File: src/rtl/ctrl_pipe.sv
// ctrl_pipe: ID-stage decode and ID->EX->MEM->WB control pipeline with load-use stall, flush and syscall halt
module ctrl_pipe #(
    parameter int REG_AW          = 5,
    parameter int ALUOP_W         = 4,
    parameter int HALT_ON_SYSCALL = 1
) (
    input  logic               clk,
    input  logic               rst_n,
    input  logic               id_valid,
    input  logic [5:0]         op,
    input  logic [5:0]         funct,
    input  logic [REG_AW-1:0]  rs,
    input  logic [REG_AW-1:0]  rt,
    input  logic [REG_AW-1:0]  rd,
    input  logic               ex_taken,
    input  logic               resume,
    output logic               stall,
    output logic               illegal,
    output logic               halted,
    output logic               ex_valid,
    output logic [ALUOP_W-1:0] ex_alu_op,
    output logic               ex_alu_src,
    output logic               ex_zero_ext,
    output logic               ex_shamt,
    output logic               ex_branch,
    output logic               ex_bne,
    output logic               ex_jump,
    output logic               ex_jr,
    output logic               ex_jal,
    output logic               mem_valid,
    output logic               mem_read,
    output logic               mem_write,
    output logic               wb_valid,
    output logic               wb_reg_write,
    output logic               wb_mem_to_reg,
    output logic [REG_AW-1:0]  wb_dst
);
    typedef enum logic [1:0] {RUN, DRAIN, HALT} state_t;
    typedef struct packed {
        logic [ALUOP_W-1:0] alu_op;
        logic               alu_src;
        logic               zero_ext;
        logic               shamt;
        logic               branch;
        logic               bne;
        logic               jump;
        logic               jr;
        logic               jal;
        logic               mem_read;
        logic               mem_write;
        logic               mem_to_reg;
        logic               reg_write;
        logic [REG_AW-1:0]  dst;
    } ctrl_t;
    state_t            r_state;
    logic [1:0]        r_cnt;
    logic              r_halted;
    ctrl_t             w_dec;
    ctrl_t             r_ex;
    logic              r_ex_valid;
    logic              r_mem_valid;
    logic              r_mem_read;
    logic              r_mem_write;
    logic              r_mem_to_reg;
    logic              r_mem_reg_write;
    logic [REG_AW-1:0] r_mem_dst;
    logic              r_wb_valid;
    logic              r_wb_reg_write;
    logic              r_wb_mem_to_reg;
    logic [REG_AW-1:0] r_wb_dst;
    logic              w_legal;
    logic              w_syscall;
    logic              w_reads_rs;
    logic              w_reads_rt;
    logic              w_wr;
    logic              w_hold;
    logic              w_hazard;
    logic              w_issue;
    // Decode the ID instruction into its EX/MEM/WB control bundle
    always_comb begin
        w_dec      = '0;
        w_legal    = 1'b1;
        w_syscall  = 1'b0;
        w_reads_rs = 1'b0;
        w_reads_rt = 1'b0;
        w_wr       = 1'b0;
        w_dec.dst  = (op == 6'h00) ? rd : rt;
        if (op == 6'h00) begin
            case (funct)
                6'h20: {w_wr, w_reads_rs, w_reads_rt} = 3'b111;
                6'h22: begin {w_wr, w_reads_rs, w_reads_rt} = 3'b111; w_dec.alu_op = ALUOP_W'(1); end
                6'h24: begin {w_wr, w_reads_rs, w_reads_rt} = 3'b111; w_dec.alu_op = ALUOP_W'(2); end
                6'h25: begin {w_wr, w_reads_rs, w_reads_rt} = 3'b111; w_dec.alu_op = ALUOP_W'(3); end
                6'h2A: begin {w_wr, w_reads_rs, w_reads_rt} = 3'b111; w_dec.alu_op = ALUOP_W'(4); end
                6'h00: begin w_wr = 1'b1; w_reads_rt = 1'b1; w_dec.shamt = 1'b1; w_dec.alu_op = ALUOP_W'(5); end
                6'h08: begin w_reads_rs = 1'b1; w_dec.jr = 1'b1; end
                6'h0C: w_syscall = 1'b1;
                default: w_legal = 1'b0;
            endcase
        end else begin
            case (op)
                6'h08: begin w_wr = 1'b1; w_reads_rs = 1'b1; w_dec.alu_src = 1'b1; end
                6'h0C: begin w_wr = 1'b1; w_reads_rs = 1'b1; w_dec.alu_src = 1'b1; w_dec.zero_ext = 1'b1; w_dec.alu_op = ALUOP_W'(2); end
                6'h0D: begin w_wr = 1'b1; w_reads_rs = 1'b1; w_dec.alu_src = 1'b1; w_dec.zero_ext = 1'b1; w_dec.alu_op = ALUOP_W'(3); end
                6'h23: begin w_wr = 1'b1; w_reads_rs = 1'b1; w_dec.alu_src = 1'b1; w_dec.mem_read = 1'b1; w_dec.mem_to_reg = 1'b1; end
                6'h2B: begin w_reads_rs = 1'b1; w_reads_rt = 1'b1; w_dec.alu_src = 1'b1; w_dec.mem_write = 1'b1; end
                6'h04: begin w_reads_rs = 1'b1; w_reads_rt = 1'b1; w_dec.branch = 1'b1; w_dec.alu_op = ALUOP_W'(1); end
                6'h05: begin w_reads_rs = 1'b1; w_reads_rt = 1'b1; w_dec.branch = 1'b1; w_dec.bne = 1'b1; w_dec.alu_op = ALUOP_W'(1); end
                6'h02: w_dec.jump = 1'b1;
                6'h03: begin w_wr = 1'b1; w_dec.jump = 1'b1; w_dec.jal = 1'b1; w_dec.dst = REG_AW'(31); end
                default: w_legal = 1'b0;
            endcase
        end
        w_dec.reg_write = w_wr && (w_dec.dst != '0);
    end
    assign w_hold   = r_state != RUN;
    assign w_hazard = id_valid && r_ex_valid && r_ex.mem_read && (r_ex.dst != '0) &&
                      ((r_ex.dst == rs && w_reads_rs) || (r_ex.dst == rt && w_reads_rt));
    assign w_issue  = id_valid && !ex_taken && !w_hold && !w_hazard && w_legal;
    assign stall    = w_hold || (w_hazard && !ex_taken);
    assign illegal  = rst_n && id_valid && !w_legal && !ex_taken && !w_hold;
    assign halted   = r_halted;
    // RUN/DRAIN/HALT sequencing around a syscall, with the drain counter covering EX->MEM->WB
    always_ff @(posedge clk or negedge rst_n) begin
        if (!rst_n) begin
            r_state  <= RUN;
            r_cnt    <= 2'd0;
            r_halted <= 1'b0;
        end else begin
            case (r_state)
                RUN: if (w_issue && w_syscall && HALT_ON_SYSCALL != 0) begin
                    r_state <= DRAIN;
                    r_cnt   <= 2'd2;
                end
                DRAIN: if (r_cnt == 2'd0) begin
                    r_state  <= HALT;
                    r_halted <= 1'b1;
                end else begin
                    r_cnt <= r_cnt - 2'd1;
                end
                HALT: if (resume) begin
                    r_state  <= RUN;
                    r_halted <= 1'b0;
                end
                default: r_state <= RUN;
            endcase
        end
    end
    // EX takes the decoded bundle on issue, otherwise a bubble
    always_ff @(posedge clk or negedge rst_n) begin
        if (!rst_n) begin
            r_ex_valid <= 1'b0;
            r_ex       <= '0;
        end else begin
            r_ex_valid <= w_issue;
            r_ex       <= w_issue ? w_dec : '0;
        end
    end
    // MEM and WB advance unconditionally
    always_ff @(posedge clk or negedge rst_n) begin
        if (!rst_n) begin
            r_mem_valid     <= 1'b0;
            r_mem_read      <= 1'b0;
            r_mem_write     <= 1'b0;
            r_mem_to_reg    <= 1'b0;
            r_mem_reg_write <= 1'b0;
            r_mem_dst       <= '0;
            r_wb_valid      <= 1'b0;
            r_wb_reg_write  <= 1'b0;
            r_wb_mem_to_reg <= 1'b0;
            r_wb_dst        <= '0;
        end else begin
            r_mem_valid     <= r_ex_valid;
            r_mem_read      <= r_ex.mem_read;
            r_mem_write     <= r_ex.mem_write;
            r_mem_to_reg    <= r_ex.mem_to_reg;
            r_mem_reg_write <= r_ex.reg_write;
            r_mem_dst       <= r_ex.dst;
            r_wb_valid      <= r_mem_valid;
            r_wb_reg_write  <= r_mem_reg_write;
            r_wb_mem_to_reg <= r_mem_to_reg;
            r_wb_dst        <= r_mem_dst;
        end
    end
    assign ex_valid      = r_ex_valid;
    assign ex_alu_op     = r_ex.alu_op;
    assign ex_alu_src    = r_ex.alu_src;
    assign ex_zero_ext   = r_ex.zero_ext;
    assign ex_shamt      = r_ex.shamt;
    assign ex_branch     = r_ex.branch;
    assign ex_bne        = r_ex.bne;
    assign ex_jump       = r_ex.jump;
    assign ex_jr         = r_ex.jr;
    assign ex_jal        = r_ex.jal;
    assign mem_valid     = r_mem_valid;
    assign mem_read      = r_mem_read;
    assign mem_write     = r_mem_write;
    assign wb_valid      = r_wb_valid;
    assign wb_reg_write  = r_wb_reg_write;
    assign wb_mem_to_reg = r_wb_mem_to_reg;
    assign wb_dst        = r_wb_dst;
endmodule

File: config.mk
export PLATFORM = sky130hd
export DESIGN_NAME = ctrl_pipe
export DESIGN_NICKNAME = d
export VERILOG_FILES = /design/src/rtl/ctrl_pipe.sv
export SDC_FILE = /design/constraint.sdc
export NUM_CORES = 1
export LEC_CHECK = 0
export ABC_AREA = 1
export BUFFER_PORTS_ARGS = -buffer_cell sky130_fd_sc_hd__buf_4
export CAP_MARGIN = 20
export CORE_ASPECT_RATIO = 1.4
export CORE_MARGIN = 1
export CORE_UTILIZATION = 40
export DETAILED_ROUTE_END_ITERATION = 10
export SYNTH_ARGS = -nofsm -noshare
export SYNTH_HDL_FRONTEND = slang
export SYNTH_SLANG_ARGS = --single-unit
File: constraint.sdc
create_clock -name clk -period 1.6 [get_ports clk]
set_input_delay 0.08 -clock clk [delete_from_list [all_inputs] [get_ports clk]]
set_output_delay 0.08 -clock clk [all_outputs]
set_load 0.02 [all_outputs]
==> results.json, run 1 <==
{
  "status": "complete, but fails checks",
  "violations": "setup timing",
  "largest_register_ffs": 8,
  "start_util_pct": 42.3,
  "dp_hpwl_um": 3270,
  "synth-async-reset-ratio_pct": 100,
  "p_leak_nw": 1.44,
  "cts_buffer_depth": 2,
  "ys_ff_latch": 42,
  "final_nets": 325,
  "yosys.cell_count.top_type": "dfrtp_1",
  "antennaDiodeCount": 0,
  "grt_max_degree": 29,
  "gp_congestion": 0.811,
  "drt-total-wl_um": 4340,
  "power_w": 0.00210,
  "regMostFlops": "r_ex",
  "muxShareOfSynthArea_pct": 0,
  "synth_commonest_cells": "42 x dfrtp_1, 38 x nor2_1, 35 x nand2_1, 31 x inv_1, 18 x nand3_1",
  "hp-class": "in2reg",
  "grtUsageMet3_pct": 3.85,
  "htree_levels": 2,
  "syn_area_per_cell_um2": 8.75,
  "drt_first_iter_violations": 41,
  "pwr_density_cell_nw_per_um2": 794,
  "vias": 1659,
  "die_h_um": 84.3,
  "grt_use_met2_pct": 33.3,
  "setup_slack_ps": -92.0,
  "syn_nets": 254,
  "synth_top_family_by_area": "simple AND/OR/NAND/NOR gates",
  "synth_compound_area_share_pct": 4.40,
  "netlist_area_um2": 1930,
  "grt-ovfl-total": 0,
  "synthAdderAreaFrac_pct": 0.647,
  "drc": 0,
  "critPathArrivalTime_ps": 1610,
  "die_x_um": 60.8,
  "port_buffers": 57,
  "synth_xor_area_share_pct": 2.72,
  "clkTransAtPathRegs_ps": 80,
  "fp.coreArea_um2": 4570,
  "yosys.area.top_type": "dfrtp_1",
  "grtUsageMet1_pct": 18.8,
  "ys_seq_area_share_pct": 54.4,
  "hold_slack_ps": 33.2,
  "synth-main-ff-cell": "dfrtp_1",
  "dr.pass1.iters": 4,
  "cts_sinks": 42,
  "worstSetupPathType": "reg2out",
  "synth_edf_count": 0,
  "worstPathMaxFanout": 4,
  "cts_buffers": 5,
  "root_buffer": "clkbuf_8",
  "dp_slack_ps": 48.5,
  "grt_pass1_vias": 1596,
  "skew_ps": 3.88,
  "layout-drive-gt1-share_pct": 35.2,
  "ys_top_cells_by_area": "dfrtp_1 54%, nor2_1 7.4%, nand2_1 6.8%",
  "slew_violations": 0,
  "fin_crit_ps": 1690,
  "start_kind": "flop",
  "rsz0062_at_grt": "true",
  "n_fill_cell": 438,
  "top_usage_layer": "met2",
  "hold_violations": 0,
  "cts_tree": "done",
  "syn_inst": 221,
  "critPathCaptureType": "primary output",
  "synth_cell_type_count": 29,
  "avgRoutedWirePerCell_um": 12.2,
  "ir_worst_vdd_uv": 464,
  "io_pins": 59,
  "max_freq_mhz": 591,
  "synth_top_area_share_pct": 54.4,
  "worstPathRequired_ps": 1520,
  "area_delta_synth_final_pct": 37.0,
  "grt_pass1_wl_um": 6790,
  "ys_warn_count": 0,
  "die_area_um2": 5120,
  "drv_cap": 0,
  "setup_violations": 5,
  "final_antenna_net_count": 0,
  "antenna_found_initial": 0,
  "fin_crit_sh_pct": 106,
  "clk_latency_ps": 290,
  "track_usage_pct": 18.0,
  "synth-simple-area-share_pct": 29.1,
  "num_rows": 29,
  "viasPerCell": 4.67
}
cell type report:
type | count | area, µm² | share of cell area (%)
clock buffer | 5 | 68.8 | 2.60
inverter | 32 | 120 | 4.53
timing repair buffer | 69 | 524 | 19.8
clock inverter | 3 | 40.0 | 1.51
tap | 62 | 77.6 | 2.93
sequential | 42 | 1050 | 39.7
multi-input combinational | 142 | 766 | 28.9
final timing paths:
kind                                   startpoint                   to  slack (ps)  depth (start not counted)
worst max-delay path            r_ex[3]$_DFF_PN0_                stall         -90                         10
worst min-delay path                     funct[2]      ex_jr$_DFF_PN0_          30                          4
worst max register to register  r_ex[0]$_DFF_PN0_    r_ex[2]$_DFF_PN0_         -20                         10
worst min register to register  r_ex[7]$_DFF_PN0_  mem_write$_DFF_PN0_         350                          0
max in group asynchronous                   rst_n   halted$_DFFE_PN0P_         830                          3
min in group asynchronous                   rst_n  wb_dst[4]$_DFF_PN0_         180                          2
power breakdown:
part	internal [W]	switching, W
sequential	0.00107	0.00000465
combinational	0.0000993	0.000126
clock	0.000459	0.000346
total	0.00163	0.000477
worst max-delay path: stages (launching register included):
cell and delay (ps):
dfrtp_2 450, inv_1 80, o21ai_0 70, inv_1 60
nand3_1 80, nor2_2 100, nand3_1 80, nand2_1 80
nand2_2 60, o21ai_2 140, buf_6 140
cell usage in the layout, fill, tap and decap left out, types with 3 or more instances in the layout:
cell type / instances
nand2_1: 35
nor3_1: 4
nor2_1: 34
dfrtp_1: 41
buf_4: 67
nand3_1: 18
xor2_1: 3
inv_1: 30
xnor2_1: 3
nand2_2: 3
nand4_1: 6
nor2_2: 11
o22ai_1: 4
clkbuf_8: 5
logic make-up after synthesis:
logic type	count (synthesis)
AOI/OAI and AO/OA	13
xor gates and xnor gates	6
adders and majority gates	1
buffers and inverters	38
DFF	42
other	1
and+or+nand+nor	120
repair_timing:
action	4_1_cts	5_1_grt
gates cloned	0	1
setup endpoints to repair	1	24
pin swaps	9	6
gates resized for setup	5	8
setup buffers	3	4
hold buffers	1	0
endpoints found under the hold margin	31	0
per-layer routing:
| metal | routed length [µm] | vias to the layer above | share of wire (%) |
|---|---|---|---|
| met1 | 1650 | 774 | 38 |
| met5 | 0 | - | 0 |
| met2 | 2440 | 40 | 56 |
| li1 | - | 837 | - |
| met3 | 169 | 8 | 3.9 |
| met4 | 82 | 0 | 1.9 |
per-stage QoR:
step	std cells	cell area, µm²	utilization [%]	TNS (ps)
6_report	355	2650	57.9	-139
5_1_grt	355	2650	57.9	-2120
4_1_cts	350	2580	56.4	-127
3_5_place_dp	338	2420	53.0	0
3_3_place_gp	338	2420	53.0	0
2_1_floorplan	221	1930	-	0
(Power assumes the default switching activity.)
==> run 2: changes to the inputs <==
--- a/config.mk
+++ b/config.mk
@@ -8,10 +8,12 @@
 export ABC_AREA = 1
 export BUFFER_PORTS_ARGS = -buffer_cell sky130_fd_sc_hd__buf_4
 export CAP_MARGIN = 20
+export CELL_PAD_IN_SITES_DETAIL_PLACEMENT = 1
+export CELL_PAD_IN_SITES_GLOBAL_PLACEMENT = 2
 export CORE_ASPECT_RATIO = 1.4
-export CORE_MARGIN = 1
-export CORE_UTILIZATION = 40
+export CORE_UTILIZATION = 29
 export DETAILED_ROUTE_END_ITERATION = 10
+export PLACE_DENSITY_LB_ADDON = 0.1
 export SYNTH_ARGS = -nofsm -noshare
 export SYNTH_HDL_FRONTEND = slang
 export SYNTH_SLANG_ARGS = --single-unit
==> run 2 against run 1 <==
  * The flow finishes with violations (DRC, setup timing)
  * Critical path depth fell by 1
  * Clock-buffer cell count rose by 1
  * Hold slack improved by 12 ps
  * Clock skew rose by 7.7 ps
  * Cell count rose by 4.2%
  * Core utilization fell by 14 points
  * Sequential share of layout area fell by 1.6 points
  * Setup slack got worse by 82 ps
  * Die area rose by 37%
  * Sequential cell count did not move
  * Global-route usage fell by 2.5 points
  * Maximum frequency fell by 4.6%
==> results.json, run 2 (synthesized netlist as in run 1, its figures left out) <==
{
  "multi_input_area_um2": 769,
  "largest_register_ffs": 8,
  "final_nets": 330,
  "clk_latency_ps": 300,
  "antennaDiodeCount": 0,
  "slew_violations": 0,
  "grt_pass1_vias": 1764,
  "antenna_found_initial": 0,
  "setup_slack_ps": -174,
  "final_common_cell": "buf_4",
  "die_x_um": 71,
  "io_pins": 59,
  "start_util_pct": 30.5,
  "worstPathMaxFanout": 3,
  "dpl-instance-area_um2": 2470,
  "layout-drive-gt1-share_pct": 37.6,
  "worst_path_most_repeated_cell": "nand2_1",
  "m1WireLength_um": 2070,
  "n_fill_cell": 763,
  "grt-ovfl-total": 0,
  "p_comb_share_pct": 9.8,
  "setup_violations": 24,
  "pwr_density_cell_nw_per_um2": 845,
  "dr.pass1.iters": 9,
  "slowest_stage": "dfrtp_1",
  "final_antenna_net_count": 0,
  "hold_violations": 0,
  "netSwitchingFraction_pct": 21.3,
  "num_rows": 34,
  "viasPerCell": 4.59,
  "internal_power_w": 0.00184,
  "status": "complete, but fails checks",
  "violations": "DRC, setup timing",
  "dp_hpwl_um": 3880,
  "power_frac_seq_pct": 46.1,
  "finalNonFillerCells": 370,
  "clkTransAtPathRegs_ps": 90,
  "start_kind": "flop",
  "gp_congestion": 0.749,
  "wl_met2_um": 2640,
  "placed_cells": 353,
  "critPathCaptureType": "primary output",
  "top_layer": "met4",
  "critPathArrivalTime_ps": 1690,
  "worstPathRequired_ps": 1520,
  "cts_buffer_depth": 2,
  "drt-total-wl_um": 5020,
  "fp.coreArea_um2": 6340,
  "drt_first_iter_violations": 73,
  "p_sw_w": 0.000496,
  "avgRoutedWirePerCell_um": 13.6,
  "worstSetupPathType": "reg2out",
  "cts_tree": "done",
  "rsz0062_at_grt": "true",
  "cts_buffers": 5,
  "cp_cell_sequence": "buf_4 > xnor2_1 > nand3_1 > nor2_1 > nand2_1 > nand2_1 > nand2_2 > o21ai_2 > buf_6",
  "die_area_um2": 7000,
  "hp-class": "in2reg",
  "power_w": 0.00233,
  "drc": 8,
  "p_leak_nw": 1.48,
  "ir_worst_vdd_uv": 324,
  "max_freq_mhz": 564,
  "drv_cap": 0,
  "port_buffers": 57,
  "p_clk_share_pct": 44.1,
  "most-common-layout-cells": "69 x buf_4, 41 x dfrtp_1, 34 x nand2_1",
  "final_cell_area_um2": 2760,
  "grt_max_degree": 24,
  "root_buffer": "clkbuf_8",
  "wl_met3_um": 215,
  "fin_crit_ps": 1770,
  "regMostFlops": "r_ex",
  "die_h_um": 98.6,
  "register_area_um2": 1050,
  "vias": 1699,
  "track_usage_pct": 15.5,
  "area_delta_synth_final_pct": 42.7,
  "skew_ps": 11.6,
  "cpPeakStageDelay_ps": 420,
  "fin_crit_sh_pct": 111,
  "cts_sinks": 42,
  "htree_levels": 2,
  "grt_pass1_wl_um": 8360,
  "final_util_pct": 43.5
}
==> run 2: cell type report <==
cell class	instances	share of cell area, %
sequential	42	38.1
multi-input combinational	141	27.9
timing repair buffer	75	21.2
inverter	32	4.35
tap	72	3.27
clock buffer	6	2.99
clock inverter	2	2.18
==> run 2: path summary, 6_finish.rpt <==
check | start | to | slack [ps] | depth (start not counted)
worst min-delay path | funct[2] | ex_jr$_DFF_PN0_ | 50 | 4
max in group asynchronous | rst_n | r_state[1]$_DFFE_PN0P_ | 810 | 3
worst max register to register | r_ex[3]$_DFF_PN0_ | ex_jal$_DFF_PN0_ | -170 | 12
min in group asynchronous | rst_n | wb_dst[2]$_DFF_PN0_ | 200 | 2
worst max-delay path | r_ex[3]$_DFF_PN0_ | stall | -170 | 9
worst min register to register | r_mem_reg_write$_DFF_PN0_ | wb_reg_write$_DFF_PN0_ | 350 | 0
==> run 2: power by group through the flow <==
stage / Combinational (W) / Sequential (W) / Clock, W
global placement: 0.000220 / 0.00110 / 0
detailed placement: 0.000219 / 0.00110 / 0
global route: 0.000254 / 0.00108 / 0.00111
finish: 0.000229 / 0.00107 / 0.00103
CTS: 0.000226 / 0.00107 / 0.00107
floorplan: 0.0000851 / 0.00110 / 0
==> run 2: critical path, delay by kind of cell, from the launching register on <==
family / cells / cell delay, ps
buffers and inverters: 2 / 290
XOR/XNOR: 1 / 140
flip-flops: 1 / 420
AO/OA/AOI/OAI: 1 / 130
AND/OR/NAND/NOR: 5 / 420
==> run 2: metrics by stage <==
| step | setup TNS, ps | worst slack, ps | hold slack [ps] |
|---|---|---|---|
| floorplan | 0 | 47.4 | -216 |
| global placement | -32.7 | -32.7 | -27.4 |
| detailed placement | 0 | 14.0 | -24.7 |
| CTS | -3120 | -215 | 26.9 |
| global route | -6140 | -317 | 34.2 |
| finish | -3020 | -174 | 45.0 |
==> run 2: repair_timing <==
item	CTS	global route
resized for setup	10	12
buffers inserted	3	5
hold buffers	1	0
endpoints found under the hold margin	19	0
gates cloned	0	0
pin swaps	3	5
setup endpoints to repair	3	25
==> run 2: per-layer routing <==
metal / global-route usage (%) / up-vias
li1: - / 843
met5: 0 / -
met3: 3.07 / 6
met2: 27.5 / 46
met4: 6.46 / 0
met1: 18.1 / 804
==> run 3: changes to the inputs <==
--- a/config.mk
+++ b/config.mk
@@ -6,14 +6,15 @@
 export NUM_CORES = 1
 export LEC_CHECK = 0
 export ABC_AREA = 1
-export BUFFER_PORTS_ARGS = -buffer_cell sky130_fd_sc_hd__buf_4
 export CAP_MARGIN = 20
 export CELL_PAD_IN_SITES_DETAIL_PLACEMENT = 1
 export CELL_PAD_IN_SITES_GLOBAL_PLACEMENT = 2
 export CORE_ASPECT_RATIO = 1.4
-export CORE_UTILIZATION = 29
+export CORE_UTILIZATION = 35
 export DETAILED_ROUTE_END_ITERATION = 10
+export DONT_BUFFER_PORTS = 1
 export PLACE_DENSITY_LB_ADDON = 0.1
+export SKIP_CTS_REPAIR_TIMING = 1
 export SYNTH_ARGS = -nofsm -noshare
 export SYNTH_HDL_FRONTEND = slang
 export SYNTH_SLANG_ARGS = --single-unit
==> run 3 against run 2 <==
  * The run ends with setup timing left
  * Clock skew down 3.4 ps
  * Final area fell by 13%
  * Setup slack improved by 7.3 ps
  * Non-clock buffer count decreased by 56
  * Largest cell class unchanged
  * Die area down 17%
==> results.json, run 3 (synthesized netlist as in run 1, its figures left out) <==
{
  "root_buffer": "clkbuf_8",
  "p_clk_share_pct": 33.6,
  "fin_tns_setup_ps": -2650,
  "grt_pass1_vias": 1668,
  "skew_ps": 8.19,
  "rsz0062_at_grt": "true",
  "drc": 0,
  "finalNonFillerCells": 307,
  "vias": 1506,
  "drv_cap": 0,
  "area_delta_synth_final_pct": 23.7,
  "track_usage_pct": 17.2,
  "violations": "setup timing",
  "hold_violations": 0,
  "antenna_found_initial": 0,
  "p_sw_w": 0.000437,
  "cts_buffer_depth": 2,
  "setup_slack_ps": -166,
  "num_rows": 31,
  "regMostFlops": "r_ex",
  "port_buffers": 0,
  "power_frac_seq_pct": 57.9,
  "cpPeakStageDelay_ps": 420,
  "cts_sinks": 42,
  "ir_worst_vdd_uv": 270,
  "die_h_um": 89.9,
  "hold_slack_ps": 12.7,
  "critPathCaptureType": "primary output",
  "dp_slack_ps": -34.4,
  "netSwitchingFraction_pct": 23.4,
  "final_common_cell": "dfrtp_1",
  "most-common-layout-cells": "40 x dfrtp_1, 33 x nand2_1, 31 x nor2_1",
  "p_leak_nw": 1.23,
  "die_area_um2": 5830,
  "io_pins": 59,
  "antennaDiodeCount": 0,
  "crit_family": "simple AND/OR/NAND/NOR gates",
  "start_kind": "flop",
  "hp-class": "in2reg",
  "p_comb_share_pct": 8.5,
  "setup_violations": 21,
  "drt-total-wl_um": 4970,
  "die_x_um": 64.8,
  "n_fill_cell": 620,
  "cts_tree": "done",
  "max_freq_mhz": 566,
  "slowest_stage": "dfrtp_1",
  "htree_levels": 2,
  "status": "complete, but fails checks",
  "slew_violations": 0,
  "grt_max_degree": 44,
  "clkTransAtPathRegs_ps": 80,
  "grt_pass1_wl_um": 7580,
  "critPathArrivalTime_ps": 1690,
  "final_nets": 274,
  "clk_latency_ps": 290,
  "worstPathRequired_ps": 1520,
  "internal_power_w": 0.00143,
  "register_area_um2": 1050,
  "avgRoutedWirePerCell_um": 16.2,
  "cp_cell_sequence": "nand2_1 > o21ai_0 > inv_1 > nand3_2 > nor2_4 > nand3_2 > nand2_2 > nand2_4 > o21ai_2 > buf_6",
  "fin_crit_ps": 1770,
  "worst_path_most_repeated_cell": "nand3_2",
  "worstSetupPathType": "reg2out",
  "cp_num_buf_inv": 2,
  "grt-ovfl-total": 0,
  "largest_register_ffs": 8,
  "gp_congestion": 0.751,
  "viasPerCell": 4.91,
  "multi_input_area_um2": 841,
  "dr.pass1.iters": 3,
  "pwr_density_cell_nw_per_um2": 782,
  "fin_crit_sh_pct": 110,
  "layout-drive-gt1-share_pct": 26.1,
  "cts_buffers": 5,
  "drt_first_iter_violations": 40,
  "worstPathMaxFanout": 4,
  "placed_cells": 287,
  "start_util_pct": 36.9,
  "fp.coreArea_um2": 5240,
  "final_antenna_net_count": 0,
  "dp_hpwl_um": 3660
}
run 3: routing by layer:
metal	wire length, µm	track usage, %
met2	2870	31.3
met3	289	5.46
met4	82	7.78
met5	0	0
met1	1730	17.0
run 3: cell type report:
class	count	share of cell area, %
clock buffer	7	3.19
inverter	32	5.13
multi-input combinational	141	35.2
sequential	42	44.1
tap	66	3.45
timing repair buffer	19	9.00
run 3: worst reg2reg max path, cell delays in order, from the launching register on:
cell	delay, ps
dfrtp_1	420
nand2_1	80
o21ai_0	80
inv_1	80
nand3_2	80
nor2_4	140
nand3_2	80
nand2_2	90
nand2_4	60
buf_4	130
buf_6	120
nand2_8	90
clkbuf_16	160
nor3_2	40
run 3: worst paths after layout:
| path | from | to | slack [ps] | depth (start not counted) |
|---|---|---|---|---|
| min in group asynchronous | rst_n | wb_dst[2]$_DFF_PN0_ | 290 | 2 |
| max in group asynchronous | rst_n | r_ex[1]$_DFF_PN0_ | 1120 | 2 |
| hold reg to reg | r_mem_dst[0]$_DFF_PN0_ | wb_dst[0]$_DFF_PN0_ | 350 | 0 |
| setup / recovery | r_ex[4]$_DFF_PN0_ | stall | -170 | 10 |
| setup reg to reg | r_ex[4]$_DFF_PN0_ | ex_jal$_DFF_PN0_ | -170 | 13 |
| hold / removal | rt[0] | r_ex[0]$_DFF_PN0_ | 10 | 2 |
run 3: per-stage QoR:
stage / cell area (µm²) / utilization (%) / power (W)
2_1_floorplan: 1930 / - / 0.00119
3_3_place_gp: 2030 / 38.7 / 0.00121
3_5_place_dp: 2030 / 38.7 / 0.00121
4_1_cts: 2100 / 40.2 / 0.00184
5_1_grt: 2390 / 45.7 / 0.00195
6_report: 2390 / 45.7 / 0.00187
run 3: power by group through the flow:
| stage | sequential, W | combinational (W) | clock (W) |
|---|---|---|---|
| floorplan | 0.00110 | 0.0000851 | 0 |
| global placement | 0.00110 | 0.000104 | 0 |
| detailed placement | 0.00110 | 0.000107 | 0 |
| CTS | 0.00108 | 0.000108 | 0.000653 |
| global route | 0.00108 | 0.000178 | 0.000689 |
| finish | 0.00108 | 0.000159 | 0.000628 |
